===== src/rtl/mem_datos_pkg.sv =====
// mem_datos_pkg: shared types and constants for the data-memory controller.
// FSM state encoding, default memory depth, word-index width, counter width.
package mem_datos_pkg;

  localparam int MEM_WORDS = 120;
  localparam int ADDR_W    = 7;
  localparam int CNT_W     = 4;

  typedef enum logic [1:0] {
    IDLE,
    WRITE,
    READ,
    RESP
  } state_e;

endpackage


===== src/rtl/ctrl_mem_datos.sv =====
// ctrl_mem_datos: single-outstanding LW/SW bridge from core to data memory.
// Optional macro CTRL_MEM_DATOS_ERR_EN enables misaligned/out-of-range checks.
module ctrl_mem_datos
  import mem_datos_pkg::*;
#(
  parameter int MEM_WORDS = mem_datos_pkg::MEM_WORDS,
  parameter int MEM_LAT   = 1
) (
  input  logic              clk,
  input  logic              rst,
  input  logic              req_valid,
  output logic              req_ready,
  input  logic              req_we,
  input  logic [31:0]       req_addr,
  input  logic [31:0]       req_wdata,
  output logic              resp_valid,
  input  logic              resp_ready,
  output logic [31:0]       resp_rdata,
  output logic              resp_err,
  output logic [ADDR_W-1:0] mem_addr,
  output logic [31:0]       mem_din,
  output logic              mem_w,
  output logic              mem_r,
  input  logic [31:0]       mem_dout
);

  localparam logic [CNT_W-1:0] LAT_INIT = CNT_W'(MEM_LAT - 1);

  state_e            state_q;
  logic [CNT_W-1:0]  cnt_q;
  logic [ADDR_W-1:0] addr_q;
  logic [31:0]       wdata_q;
  logic [31:0]       rdata_q;
  logic              err_q;
  logic              addr_bad;

`ifdef CTRL_MEM_DATOS_ERR_EN
  assign addr_bad = (req_addr[1:0] != 2'b00) ||
                    ({2'b00, req_addr[31:2]} >= 32'(MEM_WORDS));
`else
  logic unused_addr;
  assign unused_addr = ^{req_addr[31:9], req_addr[1:0]};
  assign addr_bad    = 1'b0;
`endif

  // Moore outputs decoded purely from the current state.
  assign req_ready  = (state_q == IDLE);
  assign resp_valid = (state_q == RESP);
  assign mem_w      = (state_q == WRITE);
  assign mem_r      = (state_q == READ);

  assign mem_addr   = addr_q;
  assign mem_din    = wdata_q;
  assign resp_rdata = rdata_q;
  assign resp_err   = err_q;

  // Request FSM with inline read-latency down-counter.
  always_ff @(posedge clk) begin
    if (rst) begin
      state_q <= IDLE;
      cnt_q   <= '0;
      addr_q  <= '0;
      wdata_q <= '0;
      rdata_q <= '0;
      err_q   <= 1'b0;
    end else begin
      unique case (state_q)
        IDLE: begin
          if (req_valid) begin
            addr_q  <= req_addr[8:2];
            wdata_q <= req_wdata;
            rdata_q <= '0;
            err_q   <= addr_bad;
            cnt_q   <= LAT_INIT;
            if (addr_bad)    state_q <= RESP;
            else if (req_we) state_q <= WRITE;
            else             state_q <= READ;
          end
        end
        WRITE: begin
          state_q <= RESP;
        end
        READ: begin
          if (cnt_q == '0) begin
            rdata_q <= mem_dout;
            state_q <= RESP;
          end else begin
            cnt_q <= cnt_q - 1'b1;
          end
        end
        RESP: begin
          if (resp_ready) state_q <= IDLE;
        end
        default: state_q <= IDLE;
      endcase
    end
  end

endmodule


===== config.mk =====
export PLATFORM = sky130hd
export DESIGN_NAME = ctrl_mem_datos
export DESIGN_NICKNAME = d
export VERILOG_FILES = /design/src/rtl/mem_datos_pkg.sv /design/src/rtl/ctrl_mem_datos.sv
export SDC_FILE = /design/constraint.sdc
export NUM_CORES = 1
export LEC_CHECK = 0
export ABC_AREA = 1
export ABC_CLOCK_PERIOD_IN_PS = 1700
export BUFFER_PORTS_ARGS = -buffer_cell sky130_fd_sc_hd__buf_4
export CORE_MARGIN = 1
export CORE_UTILIZATION = 40
export DETAILED_ROUTE_END_ITERATION = 6
export GPL_TIMING_DRIVEN = 0
export PLACE_DENSITY = 0.73
export SLEW_MARGIN = 15
export SYNTH_ARGS = -nofsm -noshare
export SYNTH_HDL_FRONTEND = slang
export SYNTH_SLANG_ARGS = --single-unit

===== constraint.sdc =====
create_clock -name clk -period 1.7 [get_ports clk]
set_input_delay 0.17 -clock clk [delete_from_list [all_inputs] [get_ports clk]]
set_output_delay 0.17 -clock clk [all_outputs]
set_load 0.1 [all_outputs]

# [Yosys cells after proc, flatten, opt, wreduce, memory -nomap -nowiden]
# Cells that the tools add are included.
[op_classes] n_reduce_logical=7 mux=11 n_eq_ne=7 add_sub_neg=1
[op_table] op="$mux 32" n=2
[op_table] op="$pmux 32 s2" n=1
[op_table] op="$reduce_and 3->1" n=3
[op_table] op="$mux 2" n=4
[op_table] op="$mux 4" n=2
[op_table] op="$pmux 2 s4" n=1
[op_table] op="$pmux 4 s2" n=1
[op_table] op="$eq 2x2->1 const B" n=2
[op_table] op="$logic_not 4->1" n=1
[op_table] op="$ne 2x1->1 const B" n=2
[op_table] op="$ne 2x2->1 const B" n=2
[op_table] op="$sub 4x1->4 const B" n=1
[op_table] op="$eq 2x1->1 const B" n=1
[op_table] op="$logic_not 2->1" n=1
[op_table] op="$reduce_and 2->1" n=1
[op_table] op="$reduce_bool 2->1" n=1
[totals] elab_cells=31 ff_bits=77 in_bits=101 out_inout_bits=76

# [Logic depth before layout (Yosys ltp)]
# Gate-level depths: netlist of run 1.
[depth] depth_word=3 depth_mapped=11 mapped_depth_nobuf=10

# [Worst setup path after synthesis of run 1]
# Ideal clock, no wire load.
[synth_timing] path_type="register to register" start="reg state_q[0]" end="reg rdata_q[12] (netlist: resp_rdata[12])" slack_ns=-0.459 synth_period_minus_slack_ns=2.159 setup_ns=0.115 required_ns=1.585 path_stages_with_launch=10 arrival_ns=2.043 n_path_buf=2 cell_sequence="dfxtp_1 > inv_1 > ha_1 > nand2_2 > nand2_4 > buf_6 > buf_8 > nand3_1 > nand2_1 > nor2_1"
[synth_via] elab_chain_len=3 elab_cells_between_ends=7 classes_between="eq/ne (3); mux (1); reduce/logical (3)"
[synth_lines] item="start, declared" line_no="ctrl_mem_datos.sv:29" rtl="state_e state_q;"
[synth_lines] item="start signal, assigned" line_no="ctrl_mem_datos.sv:60" rtl="state_q <= IDLE;"
[synth_lines] item="start signal, assigned" line_no="ctrl_mem_datos.sv:75" rtl="if (addr_bad) state_q <= RESP;"
[synth_lines] item="start signal, assigned" line_no="ctrl_mem_datos.sv:76" rtl="else if (req_we) state_q <= WRITE;"
[synth_lines] item="$logic_not 2->1 *"
[synth_lines] item="net req_ready" line_no="ctrl_mem_datos.sv:12" rtl="output logic req_ready,"
[synth_lines] item="$ne 2x2->1 (no line) / $reduce_bool 2->1 (equally long branches)"
[synth_lines] item="$reduce_and 3->1 (no line)"
[synth_lines] item="end signal, assigned" line_no="ctrl_mem_datos.sv:85" rtl="rdata_q <= mem_dout;"
[synth_lines] item="end, declared" line_no="ctrl_mem_datos.sv:33" rtl="logic [31:0] rdata_q;"
# Mark *: on every way through the listed nets, which the timed path passes. The rest lies on a longest branch.
# A chain may end at the register's enable or synchronous reset.

# [Worst setup path after layout of run 1]
[layout_timing] start="reg state_q[0]" end="reg rdata_q[22] (netlist: resp_rdata[22])"
[layout_via] elab_chain_len=3 elab_cells_between_ends=7 classes_between="eq/ne (3); mux (1); reduce/logical (3)"
[layout_lines] item="$eq 2x2->1 / $logic_not 2->1 (equally long branches)" line_no="ctrl_mem_datos.sv:67" rtl="unique case (state_q)"
[layout_lines] item="$ne 2x1->1 (no line) (tied with other cells)"
[layout_lines] item="$reduce_and 3->1 (no line)"
# Several ways; a longest one is shown, not always the timed one.

==> run_results.csv, run 1 <==
group,metric,value,unit
grt,grt_max_degree,15,
setup_path,worstPathRequired,1990,ps
cts,cts_buffers,9,
synthesis,synth.top_cell.area_share,47.5,%
grt,antenna_found_initial,0,
synthesis,synthFlopType,"dfxtp_1",
place,dp.final_hpwl,6540,um
timing,layout_min_cycle_time,1550,ps
timing,final-hold-violation-count,0,
cts,clock-sinks,77,
timing,fmax,0.645,GHz
worst_hold_path,hold_path.class,"in -> reg",
final_layout,drive_gt1_share,33.3,%
cts,clkLatencyLatePin,350,ps
cts,cts_setup_buffers,0,
detailed_routing,wl_per_cell,11.6,um
floorplanning,rows,32,
pwr,power,0.00997,W
timing,setup_viol,0,
grt,grt_util_all_layers,20.5,%
synthesis,ys_ff_latch,77,
floorplanning,core,7810,um^2
pwr,p_per_area,2100,nW/um^2
synthesis,synth_area_leaders,"dfxtp_1 47%, nor2_1 15%, nand2_1 9.8%, o21ai_0 6.2%, inv_1 3.6%",
place,place_congestion,0.774,
final_layout,num_antenna_cells,0,
floorplanning,die_area,8480,um^2
detailed_routing,routed_wl,8420,um
pwr,leakagePower,2.40,nW
cts,cts-root-buf,"clkbuf_8",
timing,rsz0062_at_grt,"no",
timing,setup_ws,151,ps
cts,cts.path.max_buffers,2,
place,post-place-ws,64.7,ps
timing,finalClockSkew,7.34,ps
final_layout,seqCellArea,1540,um^2
cts,clk_pin_slew,80,ps
synthesis,async_flop_share,0,%
detailed_routing,vias_per_cell,4.52,
pwr,ir_drop,889,uV
setup_path,start_kind,"flip-flop",
synthesis,yosysUniqueCellTypes,23,
final_layout,multiInputGateArea,1420,um^2
grt,grt_pass1_wl,13700,um
timing,setup_tns,0,ps
floorplanning,die_w,92.1,um
setup_path,endpoint_kind,"flip-flop",
synthesis,synthTopCellsByCount,"133 x nor2_1, 85 x nand2_1, 77 x dfxtp_1, 40 x o21ai_0, 31 x inv_1",
detailed_routing,drc_errors,0,
setup_path,worst-setup-path-type,"reg -> reg",
synthesis,synth_most_common_cell,"nor2_1",
grt,grt_pass1_vias,3026,
synthesis,yosys_warnings,0,
timing,min_period_over_period,91.1,%
synthesis,yosysTopAreaCell,"dfxtp_1",
setup_path,arrival,1840,ps
place,portBuffers,150,
status,status,"completed",
detailed_routing,drt_iter0_drc,57,
setup_path,crit_fanout,10,
floorplanning,start_util,41.6,%
synthesis,netlist_instances,454,
detailed_routing,vias,3268,
synthesis,avgSynthCellArea,7.15,um^2
detailed_routing,drtAntennaViolNets,0,
final_layout,nNetsFinal,723,
run,drv_cap,0,
detailed_routing,drtPass1Iterations,4,
cts,cts_max_level,3,
cts,cts_tree,"built",
synthesis,synth_area,3250,um^2
floorplanning,chipHeight,92.1,um
grt,gr-total-overflow,0,
final_layout,synthToLayoutAreaGrowth,46.1,%
synthesis,yosysSeqAreaShare,47.5,%
timing,drv_slew,0,
final_layout,n_fill_cell,736,
synthesis,syn_nets,561,
synthesis,synth-edff-count,0,
floorplanning,ioPinCount,177,
## power by group
group | switching [W] | total (W) | internal (W)
logic | 0.00463 | 0.00606 | 0.00142
registers | 0.000259 | 0.00253 | 0.00227
clock network | 0.000700 | 0.00139 | 0.000685
total | 0.00559 | 0.00997 | 0.00438
## worst paths after layout
path	from	to	slack, ps	cells after the start
setup / recovery	state_q[0]	resp_rdata[22]	150	6
hold / removal	mem_dout[24]	resp_rdata[24]	50	3
setup reg to reg	state_q[0]	resp_rdata[22]	150	6
hold reg to reg	resp_rdata[16]	resp_rdata[16]	480	2
## worst max-delay path: stages, from the launching register on
cell and delay [ps]:
dfxtp_2 340, inv_1 160, ha_4 190, buf_4 170
clkbuf_1 370, a21oi_1 150, nor2_1 90
## routing by layer
metal	track usage, %	vias up	share of wire, %
met2	34.4	130	45
met3	7.05	9	10
li1	-	1722	-
met1	23.9	1407	43
met4	7.81	0	1.2
met5	0	-	0
## metrics by stage
| stage | utilization, % | std cells | area (um^2) | hold WS [ps] |
|---|---|---|---|---|
| final | 60.8 | 723 | 4750 | 47.5 |
| after global routing | 60.8 | 723 | 4750 | 48.6 |
| after CTS | 60.7 | 723 | 4740 | 37.7 |
| after detailed placement | 58.0 | 706 | 4530 | 347 |
| after global placement | 58.0 | 706 | 4530 | 347 |
| after floorplan | - | 454 | 3280 | 239 |
## area by class of cell
class / instances / area share (%)
plain buffers: 29 / 4.11
clock buffers: 9 / 2.61
clock inverters: 7 / 1.58
inverters: 33 / 2.61
multi-input cells: 315 / 29.9
flip-flops and latches: 77 / 32.5
well taps: 102 / 2.69
repair buffers: 151 / 23.9
## layout by cell type, fill, tap and decap left out, types with 2 or more instances in the layout
| cell | synthesis | layout |
|---|---|---|
| buf_4 | 6 | 156 |
| nand2_4 | 2 | 2 |
| inv_1 | 31 | 31 |
| dfxtp_2 | 0 | 2 |
| ha_1 | 6 | 3 |
| buf_8 | 2 | 2 |
| buf_2 | 8 | 8 |
| nand3_2 | 5 | 5 |
| o21ai_1 | 1 | 2 |
| clkbuf_8 | 0 | 9 |
| nand2_1 | 85 | 85 |
| inv_2 | 2 | 2 |
| nor2_1 | 133 | 133 |
| o21ai_0 | 40 | 39 |
| nand2_2 | 4 | 4 |
| buf_6 | 3 | 3 |
| dfxtp_1 | 77 | 75 |
| ha_4 | 0 | 2 |
| nand3_1 | 17 | 17 |
| clkbuf_1 | 7 | 6 |
| clkinv_4 | 0 | 3 |
| a21oi_1 | 19 | 19 |
| clkinv_2 | 0 | 2 |
| clkbuf_4 | 0 | 2 |
## kinds of logic after synthesis
logic type / after synthesis / share of synthesized area, %
AOI/OAI and AO/OA: 61 / 9.48
adders and majority gates: 6 / 2.31
buffers and inverters: 62 / 9.63
DFF: 77 / 47.5
other: 1 / 0.115
and+or+nand+nor: 247 / 31.0
## timing repair
| item | in CTS | in global routing |
|---|---|---|
| hold endpoints to repair | 2 | 0 |
| setup endpoints to repair | 0 | 27 |
| hold buffers | 1 | 0 |
| gates resized for setup | 0 | 9 |
## sequential cells by signal (all words and copies together), names as in the netlist
register,flops
state_q,2
resp_rdata,32
mem_din,32
cnt_q,4
mem_addr,7
No activity file was read; power rests on OpenSTA's default activity.
==> run 2, diff against run 1 <==
--- a/config.mk
+++ b/config.mk
@@ -9,10 +9,10 @@
 export ABC_CLOCK_PERIOD_IN_PS = 1700
 export BUFFER_PORTS_ARGS = -buffer_cell sky130_fd_sc_hd__buf_4
 export CORE_MARGIN = 1
-export CORE_UTILIZATION = 40
+export CORE_UTILIZATION = 44
 export DETAILED_ROUTE_END_ITERATION = 6
 export GPL_TIMING_DRIVEN = 0
-export PLACE_DENSITY = 0.73
+export PLACE_DENSITY = 0.79
 export SLEW_MARGIN = 15
 export SYNTH_ARGS = -nofsm -noshare
 export SYNTH_HDL_FRONTEND = slang
==> run 2 against run 1 <==
Against the previous run: power down 0.43%; core utilization rose by 7.2 points; clock skew is 2.4 ps higher; cell count down 0.97%; non-clock buffer count down 1; setup slack worse by 13 ps; critical path depth grew 3; combinational power barely moved; count of clock-buffer cells in the layout increased by 1; global-route usage grew 1.7 points; critical endpoint is now resp_rdata[9]; largest cell class unchanged.
==> run_results.csv, run 2 (synthesized netlist as in run 1, its figures left out) <==
group,metric,value,unit
status,status,"completed",
setup_path,r2r_cells,9,
grt,grt.met1_usage,25.5,%
floorplanning,die_w,87.9,um
setup_path,crit_fanout,10,
floorplanning,chipHeight,87.9,um
setup_path,path_cells,"inv_1 > ha_4 > nand2_2 > nand2_4 > nand2_4 > inv_2 > buf_4 > nor2_1 > nor2_1",
pwr,leakagePower,2.38,nW
floorplanning,start_util,46.8,%
detailed_routing,vias,3323,
grt,top_usage_layer,"met2",
setup_path,worstPathRequired,1950,ps
pwr,power_frac_clock,13.7,%
detailed_routing,drtPass1Iterations,4,
cts,cts_tree,"built",
timing,fmax,0.640,GHz
floorplanning,core,6940,um^2
pwr,p_int,0.00436,W
timing,layout_min_cycle_time,1560,ps
final_layout,layout_common_cells,"156 x buf_4, 133 x nor2_1, 85 x nand2_1",
pwr,p_sw_share,56.1,%
setup_path,worst-setup-path-type,"reg -> reg",
worst_hold_path,min_path_cells,3,
final_layout,n_fill_cell,590,
pwr,power,0.00993,W
grt,grt_pass1_vias,2965,
run,drv_cap,0,
cts,cts.path.max_buffers,2,
cts,cts_setup_buffers,0,
place,post-place-ws,107,ps
detailed_routing,drtAntennaViolNets,0,
final_layout,nNetsFinal,722,
cts,cts_buffers,9,
pwr,comb_power_share,60.8,%
place,dp.final_hpwl,6370,um
timing,setup_tns,0,ps
place,portBuffers,150,
pwr,p_per_area,2100,nW/um^2
setup_path,r2r-end,"resp_rdata[9]",
pwr,p_seq_share,25.5,%
final_layout,drive_gt1_share,32.7,%
detailed_routing,routed_wl,8300,um
detailed_routing,wl_per_cell,11.6,um
setup_path,cpPeakStageDelay,420,ps
setup_path,crit_family,"simple AND/OR/NAND/NOR gates",
floorplanning,ioPinCount,177,
worst_hold_path,hold_path.class,"in -> reg",
cts,cts-root-buf,"clkbuf_8",
setup_path,critPathBufInv,3,
grt,grt_max_degree,14,
floorplanning,rows,30,
place,placed_cell_area,4520,um^2
cts,cts_max_level,3,
detailed_routing,drc_errors,0,
cts,clkLatencyLatePin,350,ps
grt,antenna_found_initial,0,
timing,finalClockSkew,9.70,ps
grt,use_met2,36.9,%
timing,final-hold-violation-count,0,
detailed_routing,vias_per_cell,4.64,
pwr,ir_drop,1010,uV
grt,gr-total-overflow,0,
setup_path,arrival,1810,ps
grt,use_met3,7.73,%
place,place_congestion,0.821,
final_layout,layout_commonest_cell,"buf_4",
worst_hold_path,hold_end,"resp_rdata[25]",
setup_path,endpoint_kind,"flip-flop",
setup_path,r2r_slack,140,ps
final_layout,synthToLayoutAreaGrowth,45.3,%
final_layout,final_cell_area,4720,um^2
grt,grt_pass1_wl,13100,um
timing,setup_ws,137,ps
grt,grt_util_all_layers,22.2,%
worst_hold_path,hold_path.startpoint,"mem_dout[25]",
pwr,switchingPower,0.00557,W
detailed_routing,drt_iter0_drc,96,
timing,min_period_over_period,91.9,%
timing,rsz0062_at_grt,"no",
cts,clock-sinks,77,
setup_path,slowest_stage,"dfxtp_1",
final_layout,num_antenna_cells,0,
setup_path,timing.rr.start,"state_q[1]",
cts,clk_pin_slew,80,ps
timing,setup_viol,0,
setup_path,start_kind,"flip-flop",
timing,drv_slew,0,
floorplanning,die_area,7730,um^2
run 2: cell count changes in the layout (fill, tap and decap cells not counted), sizes merged:
cell	previous run	this run
clkinv	5	3
clkinvlp	0	2
inv	34	33
run 2: worst min-delay path, stage by stage:
cell	delay [ps]
buf_4	80
a21oi_1	50
nor2_1	70
run 2: area by class of cell:
type	instances	area (um^2)	area share [%]
tap	96	120	2.55
buffer	28	185	3.92
timing repair buffer	151	1140	24.1
clock buffer	10	128	2.70
multi-input combinational	315	1420	30.1
inverter	33	124	2.62
clock inverter	6	63.8	1.35
sequential	77	1540	32.7
run 2: power groups by stage:
stage                     Combinational, W  Sequential [W]  Clock (W)
final                              0.00604         0.00253    0.00136
after global routing               0.00642         0.00258    0.00145
after CTS                          0.00607         0.00254    0.00139
after detailed placement           0.00605         0.00257          0
after global placement             0.00598         0.00255          0
after floorplan                    0.00190         0.00552          0
run 2: timing repair:
| action | CTS | global route |
|---|---|---|
| hold buffers | 1 | 0 |
| gates resized for setup | 0 | 2 |
| hold endpoints to repair | 2 | 0 |
| setup endpoints to repair | 0 | 6 |
run 2: how the worst max path moves through the flow:
stage               startpoint             end  slack (ps)  cells past startpoint
floorplan           state_q[0]  resp_rdata[12]          70                      9
global placement    state_q[1]      mem_din[6]         160                      7
detailed placement  state_q[1]     mem_din[10]         110                      7
CTS                 state_q[1]     mem_din[10]          80                      7
global route        state_q[1]        cnt_q[0]           1                     10
finish              state_q[1]   resp_rdata[9]         140                      9
run 2: routing by layer:
layer	vias to the layer above	wire length [um]	part of all wire (%)
met5	-	0	0
met4	0	150	1.8
met1	1450	3540	43
met2	139	3750	45
li1	1723	-	-
met3	11	852	10
run 2: metrics by stage:
stage,hold WS (ps),cells,util [%]
final,41.2,716,68.0
after global routing,43.8,716,68.0
after floorplan,239,454,-
after global placement,348,700,65.1
after CTS,37.0,717,68.0
after detailed placement,348,700,65.1
==> run 3, diff against run 2 <==
--- a/config.mk
+++ b/config.mk
@@ -6,13 +6,13 @@
 export NUM_CORES = 1
 export LEC_CHECK = 0
 export ABC_AREA = 1
-export ABC_CLOCK_PERIOD_IN_PS = 1700
 export BUFFER_PORTS_ARGS = -buffer_cell sky130_fd_sc_hd__buf_4
 export CORE_MARGIN = 1
 export CORE_UTILIZATION = 44
 export DETAILED_ROUTE_END_ITERATION = 6
 export GPL_TIMING_DRIVEN = 0
 export PLACE_DENSITY = 0.79
+export RECOVER_POWER = 100
 export SLEW_MARGIN = 15
 export SYNTH_ARGS = -nofsm -noshare
 export SYNTH_HDL_FRONTEND = slang
==> run 3 against run 2 <==
Against the previous run: via count is the same; die area is the same; cell count is the same; core utilization shrank 2.8 points; fmax shrank 1.5%; clock power is essentially flat; combinational power shrank 4.6%; power shrank 2.8%; first-iteration DRC count grew 2.1%; hold slack lost 1.2 ps; non-clock buffer count is the same; critical path type is now reg -> out; critical endpoint is now resp_valid.
==> run_results.csv, run 3 (synthesized netlist as in run 1, its figures left out) <==
group,metric,value,unit
status,status,"completed",
final_layout,nNetsFinal,722,
worst_hold_path,min_path_cells,3,
grt,gr-total-overflow,0,
final_layout,layout_commonest_cell,"nor2_1",
floorplanning,die_w,87.9,um
timing,setup_tns,0,ps
place,portBuffers,150,
final_layout,drive_gt1_share,32.6,%
setup_path,crit_fanout,4,
timing,whs,39.9,ps
cts,cts-root-buf,"clkbuf_8",
cts,clkLatencyLatePin,360,ps
timing,drv_slew,0,
final_layout,num_antenna_cells,0,
setup_path,timing.rr.start,"state_q[1]",
cts,clock-sinks,77,
cts,cts_max_level,3,
grt,grt_pass1_vias,2965,
timing,final-hold-violation-count,0,
timing,rsz0062_at_grt,"no",
setup_path,worst-setup-path-type,"reg -> out",
pwr,leakagePower,2.32,nW
setup_path,start_kind,"flip-flop",
floorplanning,ioPinCount,177,
pwr,power,0.00965,W
setup_path,critPathBufInv,1,
timing,worst_slew_pin_slew,565,ps
setup_path,r2r_slack,140,ps
setup_path,worstPathRequired,1530,ps
detailed_routing,drtAntennaViolNets,0,
setup_path,endpoint_kind,"output port",
timing,maxSlewHeadroom,62.5,%
cts,cts_setup_buffers,0,
floorplanning,rows,30,
cts,cts.path.max_buffers,2,
detailed_routing,vias,3323,
place,dp.final_hpwl,6370,um
detailed_routing,drt_iter0_drc,98,
timing,setup_viol,0,
detailed_routing,routed_wl,8240,um
worst_hold_path,hold_path.class,"in -> reg",
setup_path,crit_family,"flip-flops",
floorplanning,start_util,46.8,%
setup_path,arrival,1420,ps
timing,fmax,0.630,GHz
final_layout,final_core_util,65.2,%
final_layout,synthToLayoutAreaGrowth,39.4,%
floorplanning,core,6940,um^2
timing,min_period_over_period,93.3,%
final_layout,layout_common_cells,"133 x nor2_1, 85 x nand2_1, 79 x buf_4",
detailed_routing,vias_per_cell,4.64,
worst_hold_path,hold_end,"resp_rdata[25]",
detailed_routing,wl_per_cell,11.5,um
final_layout,final_cell_area,4530,um^2
grt,grt_max_degree,14,
floorplanning,die_area,7730,um^2
setup_path,r2r_cells,9,
floorplanning,chipHeight,87.9,um
run,drv_cap,0,
pwr,p_per_area,2130,nW/um^2
cts,clk_pin_slew,80,ps
cts,cts_tree,"built",
cts,cts_buffers,9,
place,placed_cell_area,4520,um^2
place,place_congestion,0.821,
grt,grt_util_all_layers,22.2,%
worst_hold_path,hold_path.startpoint,"mem_dout[25]",
timing,layout_min_cycle_time,1590,ps
setup_path,cpPeakStageDelay,420,ps
detailed_routing,drtPass1Iterations,7,
grt,grt_pass1_wl,13100,um
grt,antenna_found_initial,0,
timing,finalClockSkew,8.18,ps
setup_path,path_cells,"ha_2 > buf_2",
detailed_routing,drc_errors,0,
pwr,ir_drop,958,uV
setup_path,slowest_stage,"dfxtp_1",
setup_path,r2r-end,"resp_rdata[9]",
==> run 3: changes by cell type in the layout (fill, tap and decap cells not counted) <==
cell and change:
clkbuf_4 +3, clkbuf_1 +1, clkbuf_2 +75, buf_4 -77
buf_6 -1, buf_2 -1
==> run 3: metal layers <==
metal  global-route usage (%)  vias up  share of wire, %
li1                         -     1721                 -
met1                     25.5     1445                42
met2                     36.9      144                46
met3                     7.73       13                10
met4                     10.6        0               1.9
met5                        0        -                 0
==> run 3: worst max path at each step <==
stage          startpoint        endpoint  slack (ps)  depth (start not counted)
2_1_floorplan  state_q[0]  resp_rdata[12]          70                          9
3_3_place_gp   state_q[1]      mem_din[6]         160                          7
3_5_place_dp   state_q[1]     mem_din[10]         110                          7
4_1_cts        state_q[1]     mem_din[10]          80                          7
5_1_grt        state_q[1]        cnt_q[0]           2                         10
6_report       state_q[1]      resp_valid         110                          2
==> run 3: through the flow <==
step | cells | worst slack (ps)
after floorplan | 454 | 71.5
final | 716 | 114
after CTS | 717 | 82.1
after detailed placement | 700 | 107
after global placement | 700 | 165
after global routing | 716 | 1.83
==> run 3: power breakdown <==
part,total (W),switching [W],internal [W]
Sequential,0.00253,0.000259,0.00227
Clock,0.00136,0.000687,0.000676
Combinational,0.00576,0.00462,0.00114
Total,0.00965,0.00556,0.00409
==> run 3: worst reg2reg max path, cell delays in order (launching register included) <==
cell and delay [ps]:
dfxtp_1 420, inv_1 120, ha_4 190, nand2_2 140, nand2_4 80, nand2_4 100, inv_2 80, buf_4 180
nor2_1 100, nor2_1 50
==> run 3: what timing repair did <==
item                                    CTS  global route
hold buffers                              1             0
endpoints found under the setup margin    0             6
gates resized for setup                   0             2
hold endpoints to repair                  2             0
==> run 3: area by class of cell <==
type	count	area, um^2
Multi-Input combinational cell	315	1420
Clock inverter	6	63.8
Clock buffer	10	128
Buffer	28	176
Timing Repair Buffer	151	952
Fill cell	649	2420
Sequential cell	77	1540
Inverter	33	124
Tap cell	96	120
